File: src/rtl/ifu_fetch_ctrl_pkg.sv
// Shared definitions for the instruction-fetch controller: FSM state encoding
// and the default reset fetch address.
package ifu_fetch_ctrl_pkg;

    typedef enum logic [1:0] {
        IDLE = 2'd0,
        REQ  = 2'd1,
        WAIT = 2'd2,
        HOLD = 2'd3
    } fetchState_t;

    localparam logic [31:0] RESET_PC_DEFAULT = 32'h8000_0000;

endpackage

File: src/rtl/ifu_inst_buf.sv
// Single-entry output buffer between the fetch FSM and decode. A flush drops
// the held entry; the payload registers keep their last value.
module ifu_inst_buf #(
    parameter int DATA_LEN = 32
) (
    input  logic                clk,
    input  logic                rst,
    input  logic                i_load,
    input  logic                i_flush,
    input  logic                i_ready,
    input  logic [DATA_LEN-1:0] i_data,
    input  logic [DATA_LEN-1:0] i_pc,
    input  logic                i_err,
    output logic                o_valid,
    output logic [DATA_LEN-1:0] o_data,
    output logic [DATA_LEN-1:0] o_pc,
    output logic                o_err
);

    logic                r_valid;
    logic [DATA_LEN-1:0] r_data;
    logic [DATA_LEN-1:0] r_pc;
    logic                r_err;

    always_ff @(posedge clk or posedge rst) begin
        if (rst) begin
            r_valid <= 1'b0;
            r_data  <= '0;
            r_pc    <= '0;
            r_err   <= 1'b0;
        end else if (i_flush) begin
            r_valid <= 1'b0;
        end else if (i_load) begin
            r_valid <= 1'b1;
            r_data  <= i_data;
            r_pc    <= i_pc;
            r_err   <= i_err;
        end else if (r_valid && i_ready) begin
            r_valid <= 1'b0;
        end
    end

    assign o_valid = r_valid;
    assign o_data  = r_data;
    assign o_pc    = r_pc;
    assign o_err   = r_err;

endmodule

File: src/rtl/ifu_fetch_ctrl.sv
// Instruction-fetch controller: one outstanding memory read, single-entry
// output buffer, redirects from execute. FETCH_ERR_HALT_EN enables halt-on-fault.
module ifu_fetch_ctrl
    import ifu_fetch_ctrl_pkg::*;
#(
    parameter int                  DATA_LEN = 32,
    parameter logic [DATA_LEN-1:0] RESET_PC = RESET_PC_DEFAULT
) (
    input  logic                sys_clk,
    input  logic                sys_rst,
    output logic                req_valid,
    input  logic                req_ready,
    output logic [DATA_LEN-1:0] req_addr,
    input  logic                rsp_valid,
    input  logic [DATA_LEN-1:0] rsp_data,
    input  logic                rsp_err,
    output logic                inst_valid,
    input  logic                inst_ready,
    output logic [DATA_LEN-1:0] inst_fetch,
    output logic [DATA_LEN-1:0] pc_out,
    input  logic                Jump_flag,
    input  logic [DATA_LEN-1:0] Jump_PC,
    output logic                inst_err
);

`ifdef FETCH_ERR_HALT_EN
    localparam logic ERR_HALT = 1'b1;
`else
    localparam logic ERR_HALT = 1'b0;
`endif

    localparam logic [DATA_LEN-1:0] PC_STEP = DATA_LEN'(4);

    fetchState_t         r_state;
    logic [DATA_LEN-1:0] r_fetchPc;
    logic [DATA_LEN-1:0] r_reqAddr;
    logic                r_reqValid;
    logic                r_drop;
    logic                r_halt;

    logic                w_reqFire;
    logic                w_instFire;
    logic                w_bufLoad;
    logic                w_bufFlush;
    logic                w_bufValid;
    logic                w_bufErr;
    logic                w_rspErr;
    logic [DATA_LEN-1:0] w_bufData;
    logic [DATA_LEN-1:0] w_bufPc;
    logic [DATA_LEN-1:0] w_nextPc;

    assign w_reqFire  = r_reqValid && req_ready;
    assign w_instFire = w_bufValid && inst_ready;
    assign w_nextPc   = r_fetchPc + PC_STEP;
    assign w_rspErr   = rsp_err & ERR_HALT;
    assign w_bufLoad  = (r_state == WAIT) && rsp_valid && !r_drop && !Jump_flag;
    assign w_bufFlush = (r_state == HOLD) && Jump_flag;

    // r_drop marks a response still owed for an abandoned request; while it is
    // set in REQ the new request is held back so only one read is outstanding.
    always_ff @(posedge sys_clk or posedge sys_rst) begin
        if (sys_rst) begin
            r_state    <= IDLE;
            r_fetchPc  <= RESET_PC;
            r_reqAddr  <= RESET_PC;
            r_reqValid <= 1'b0;
            r_drop     <= 1'b0;
            r_halt     <= 1'b0;
        end else begin
            case (r_state)
                IDLE: begin
                    if (Jump_flag) begin
                        r_fetchPc  <= Jump_PC;
                        r_reqAddr  <= Jump_PC;
                        r_reqValid <= 1'b1;
                        r_halt     <= 1'b0;
                        r_state    <= REQ;
                    end else if (!r_halt) begin
                        r_reqAddr  <= r_fetchPc;
                        r_reqValid <= 1'b1;
                        r_state    <= REQ;
                    end
                end
                REQ: begin
                    if (r_drop) begin
                        if (Jump_flag) begin
                            r_fetchPc <= Jump_PC;
                            r_reqAddr <= Jump_PC;
                        end
                        if (rsp_valid) begin
                            r_drop     <= 1'b0;
                            r_reqValid <= 1'b1;
                        end
                    end else if (w_reqFire) begin
                        r_reqValid <= 1'b0;
                        r_state    <= WAIT;
                        if (Jump_flag) begin
                            r_fetchPc <= Jump_PC;
                            r_drop    <= 1'b1;
                        end
                    end else if (Jump_flag) begin
                        r_fetchPc <= Jump_PC;
                        r_reqAddr <= Jump_PC;
                    end
                end
                WAIT: begin
                    if (Jump_flag) begin
                        r_fetchPc  <= Jump_PC;
                        r_reqAddr  <= Jump_PC;
                        r_drop     <= !rsp_valid;
                        r_reqValid <= rsp_valid;
                        r_state    <= REQ;
                    end else if (rsp_valid) begin
                        if (r_drop) begin
                            r_drop     <= 1'b0;
                            r_reqAddr  <= r_fetchPc;
                            r_reqValid <= 1'b1;
                            r_state    <= REQ;
                        end else begin
                            r_state <= HOLD;
                        end
                    end
                end
                HOLD: begin
                    if (Jump_flag) begin
                        r_fetchPc  <= Jump_PC;
                        r_reqAddr  <= Jump_PC;
                        r_reqValid <= 1'b1;
                        r_state    <= REQ;
                    end else if (w_instFire) begin
                        if (ERR_HALT && w_bufErr) begin
                            r_halt  <= 1'b1;
                            r_state <= IDLE;
                        end else begin
                            r_fetchPc  <= w_nextPc;
                            r_reqAddr  <= w_nextPc;
                            r_reqValid <= 1'b1;
                            r_state    <= REQ;
                        end
                    end
                end
                default: r_state <= IDLE;
            endcase
        end
    end

    ifu_inst_buf #(
        .DATA_LEN(DATA_LEN)
    ) u_inst_buf (
        .clk     (sys_clk),
        .rst     (sys_rst),
        .i_load  (w_bufLoad),
        .i_flush (w_bufFlush),
        .i_ready (inst_ready),
        .i_data  (rsp_data),
        .i_pc    (r_reqAddr),
        .i_err   (w_rspErr),
        .o_valid (w_bufValid),
        .o_data  (w_bufData),
        .o_pc    (w_bufPc),
        .o_err   (w_bufErr)
    );

    assign req_valid  = r_reqValid;
    assign req_addr   = r_reqAddr;
    assign inst_valid = w_bufValid;
    assign inst_fetch = w_bufData;
    assign pc_out     = w_bufPc;
    assign inst_err   = w_bufErr;

endmodule
File: config.mk
export PLATFORM = sky130hd
export DESIGN_NAME = ifu_fetch_ctrl
export DESIGN_NICKNAME = d
export VERILOG_FILES = /design/src/rtl/ifu_fetch_ctrl_pkg.sv /design/src/rtl/ifu_inst_buf.sv /design/src/rtl/ifu_fetch_ctrl.sv
export SDC_FILE = /design/constraint.sdc
export NUM_CORES = 1
export LEC_CHECK = 0
export CORE_MARGIN = 4
export CORE_UTILIZATION = 30
export CTS_CLUSTER_DIAMETER = 150
export DETAILED_ROUTE_END_ITERATION = 16
export SYNTH_ARGS = -nofsm -noshare
export SYNTH_HDL_FRONTEND = slang
export SYNTH_SLANG_ARGS = --single-unit
File: constraint.sdc
create_clock -name sys_clk -period 4.5 [get_ports sys_clk]
set_input_delay 0.45 -clock sys_clk [delete_from_list [all_inputs] [get_ports sys_clk]]
set_output_delay 0.45 -clock sys_clk [all_outputs]
set_load 0.03 [all_outputs]
==> out/metrics.csv <==
stage,metric,value,unit
logic_synthesis,Yosys top cell by area,dfrtp_1,
layout,post-route core utilization,41.8,%
logic_synthesis,top_reg_cell synth,dfrtp_1,
clock_tree,Root Driver,clkbuf_16,
routing,Starting DRT DRC Count,525,
timing,Fin. Hold Viols,0,
logic_synthesis,"flops & latches, synth",133,
grt,pin count of the biggest net entering global routing,94,
clock_tree,Setup Buffers After CTS,0,
power,Max IR drop VDD,0.000203,V
layout,total area of sequential cells,3330,um^2
power,Sw Pwr,2.76,mW
floorplanning,Starting Density,30.7,%
grt,number of global-route vias before repair,5813,
hold_path,worst hold stages,1,
worst_setup_path,Critical Path Fanout Max,41,
clock_tree,CTS Buf Count,17,
hold_path,Hold Crit Endpoint,u_inst_buf.o_data[31]$_DFFE_PP0P_,
flow_run,Max Cap Viol,0,
place,IO Port Bufs,167,
routing,drt pass-1 iters,5,
floorplanning,row count,55,
layout,final cell count without fillers,1169,
hold_path,worst min path class,reg -> reg,
logic_synthesis,Gate Count Post-Synth,705,
routing,Routed WL per cell,18.0,um
logic_synthesis,dominant cells by area after synthesis,"dfrtp_1 47%, mux2_2 11%, nand2_1 3.6%, o21ai_0 3.2%, a21oi_1 3.1%",
timing,fmax,349,MHz
power,Logic pwr share,47.2,%
floorplanning,die area,25900,um^2
layout,layout cells sized above 1,14.9,%
logic_synthesis,Post-synth ARST share,100,%
logic_synthesis,"EDFF count, synth",0,
timing,Worst Max-Slew Pin Slew,0.959,ns
layout,Syn-to-layout area delta,35.9,%
power,Clock power frac,22.2,%
worst_setup_path,data required time at the worst endpoint,4.86,ns
timing,Max Slew Vio Count,0,
routing,final antenna-violating net count,0,
clock_tree,clock transition at the registers of the reported paths,0.07,ns
routing,post-DR vias/cell,5.10,
timing,# setup viols final,0,
place,dpl hpwl,14500,um
worst_setup_path,crit path DAT,3.22,ns
place,Placed Cells,1136,
timing,Final Skew,0.0126,ns
clock_tree,Skew-Pair Late Insertion Delay,0.43,ns
floorplanning,num ports,170,
worst_setup_path,startpoint types,flop,
power,power after layout,6.69,mW
layout,fillcell total,2204,
clock_tree,CTS Buffer Depth,2,
clock_tree,TritonCTS clock tree,yes,
logic_synthesis,Synth Net Count,781,
run_status,status,"finished, final reports clean",
clock_tree,PostCTS Resize Cnt,0,
worst_setup_path,critical path endpoint category,flop,
logic_synthesis,Yosys warnings,0,
worst_setup_path,worst reg-to-reg path cell count,7,
floorplanning,Die Wd,161,um
logic_synthesis,Cell variety after synth,64,
layout,design area,9520,um^2
clock_tree,"Hold-fix buffers, CTS",0,
timing,relative slew slack,35.7,%
power,P_leak,3.84,nW
power,Internal,3.93,mW
timing,TNS Setup,0,ns
layout,final net count,918,
grt,GRT Overall Usage,16.3,%
timing,final worst path period share,63.7,%
power,Cell Pwr Density,702,nW/um^2
power,switching share of power,41.2,%
worst_setup_path,"setup slack, reg-to-reg",1.63,ns
grt,first-pass GRT wire length,33300,um
routing,# DRC,0,
place,Routability Congestion,0.880,
logic_synthesis,syn avg cell area,9.94,um^2
layout,most frequent cells in the layout,"166 x clkdlybuf4s50_1, 131 x dfrtp_1, 68 x mux2_2",
logic_synthesis,Syn Std Cell Area,7000,um^2
logic_synthesis,"Seq/Total Area, Yosys",47.6,%
routing,DR vias,5961,
place,DP Area,8900,um^2
grt,GRT overflow,0,
floorplanning,total core area,22800,um^2
worst_setup_path,worst reg2reg endpoint,r_fetchPc[29]$_DFFE_PP0P_,
worst_setup_path,FF-to-FF Start,r_state[0]$_DFFE_PP0P_,
worst_setup_path,CP Class,reg -> reg,
hold_path,Hold Path Origin,u_inst_buf.o_data[31]$_DFFE_PP0P_,
clock_tree,H-tree lvl count,4,
floorplanning,Die Height,161,um
grt,initial antenna violation count,1,
power,Reg power frac,30.6,%
logic_synthesis,Yosys top cell area share,46.8,%
layout,multi-input logic area,3350,um^2
timing,fin crit period,2.87,ns
layout,"most common cell after layout, fill and taps aside",clkdlybuf4s50_1,
timing,RSZ-0062 raised after global routing,false,
clock_tree,clk sinks,133,
routing,final wirelength,21100,um
[layer usage]
layer,vias up,global-route usage (%),wire [um]
li1,2849,-,-
met5,-,0,0
met4,0,4.89,223
met3,16,3.70,1280
met2,202,26.7,10300
met1,2894,21.5,9310
[layout make-up]
cell class / instances / share of cell area [%]
multi-input cells: 498 / 35.2
flip-flops and latches: 133 / 35.0
diodes: 1 / 0.0263
clock inverters: 13 / 1.79
repair buffers: 179 / 18.6
clock buffers: 19 / 4.76
well taps: 313 / 4.11
inverters: 13 / 0.565
[through the flow]
step | setup WS (ns) | hold WS (ns)
after floorplan | 0.499 | 0.468
after global placement | 1.49 | 0.476
after detailed placement | 1.46 | 0.494
after CTS | 1.62 | 0.509
after global routing | 1.43 | 0.519
final | 1.63 | 0.503
[power groups by stage]
stage	Clock [mW]	Sequential, mW	Combinational, mW
after floorplan	0	2.83	1.10
final	1.48	2.05	3.16
after detailed placement	0	2.08	3.18
after global placement	0	2.05	3.16
after global routing	1.57	2.12	3.37
after CTS	1.51	2.06	3.19
[critical path: stages, from the launching register on]
cell and delay, ns:
dfrtp_1 0.42, ha_1 0.19, buf_4 0.39, and3_1 0.71, nor2_1 0.42, or3_1 0.40
nor3_1 0.12, nand3b_1 0.13
[registers in the layout (all words and copies together), names as in the netlist]
name	flops
u_inst_buf.o_data	32
u_inst_buf.o_pc	32
req_addr	32
r_drop	1
r_fetchPc	32
u_inst_buf.o_valid	1
req_valid	1
r_state	2
[worst max-delay path by stage]
stage / end / cells past startpoint / slack, ns / startpoint
floorplan: r_drop$_DFFE_PP0P_ / 1 / 0.50 / sys_rst
global placement: req_addr[9]$_DFFE_PP0P_ / 6 / 1.49 / Jump_flag
detailed placement: req_addr[9]$_DFFE_PP0P_ / 7 / 1.46 / Jump_flag
CTS: req_addr[9]$_DFFE_PP0P_ / 7 / 1.62 / r_state[0]$_DFFE_PP0P_
global route: req_addr[9]$_DFFE_PP0P_ / 7 / 1.43 / r_state[0]$_DFFE_PP0P_
finish: r_fetchPc[29]$_DFFE_PP0P_ / 7 / 1.63 / r_state[0]$_DFFE_PP0P_
[synth_stat cells, drive strengths merged (4+ instances only)]
master and n:
nand3 16, dfrtp 131, a221oi 5, o31ai 4
nand2 68, ha 5, mux2i 9, nand2b 5
xnor2 15, nand4 20, a21oi 44, mux2 68
and4 7, xor2 8, o21ai 45, buf 35
o22ai 5, and3 16, nor4 5, inv 13
a31oi 16, and2 4, o211ai 5, nor3 10
a32oi 5, a22oi 11, nor2 51, a41oi 4
clkbuf 26
[cell families after synthesis]
family,Yosys count,share of synthesized area [%]
buffers and inverters,74,4.81
adders and majority gates,5,0.893
xor gates and xnor gates,23,2.88
and+or+nand+nor,215,15.3
AOI/OAI and AO/OA,177,16.3
DFF,133,47.6
other,1,0.0535
muxes,77,12.2
(Power assumes the default switching activity.)
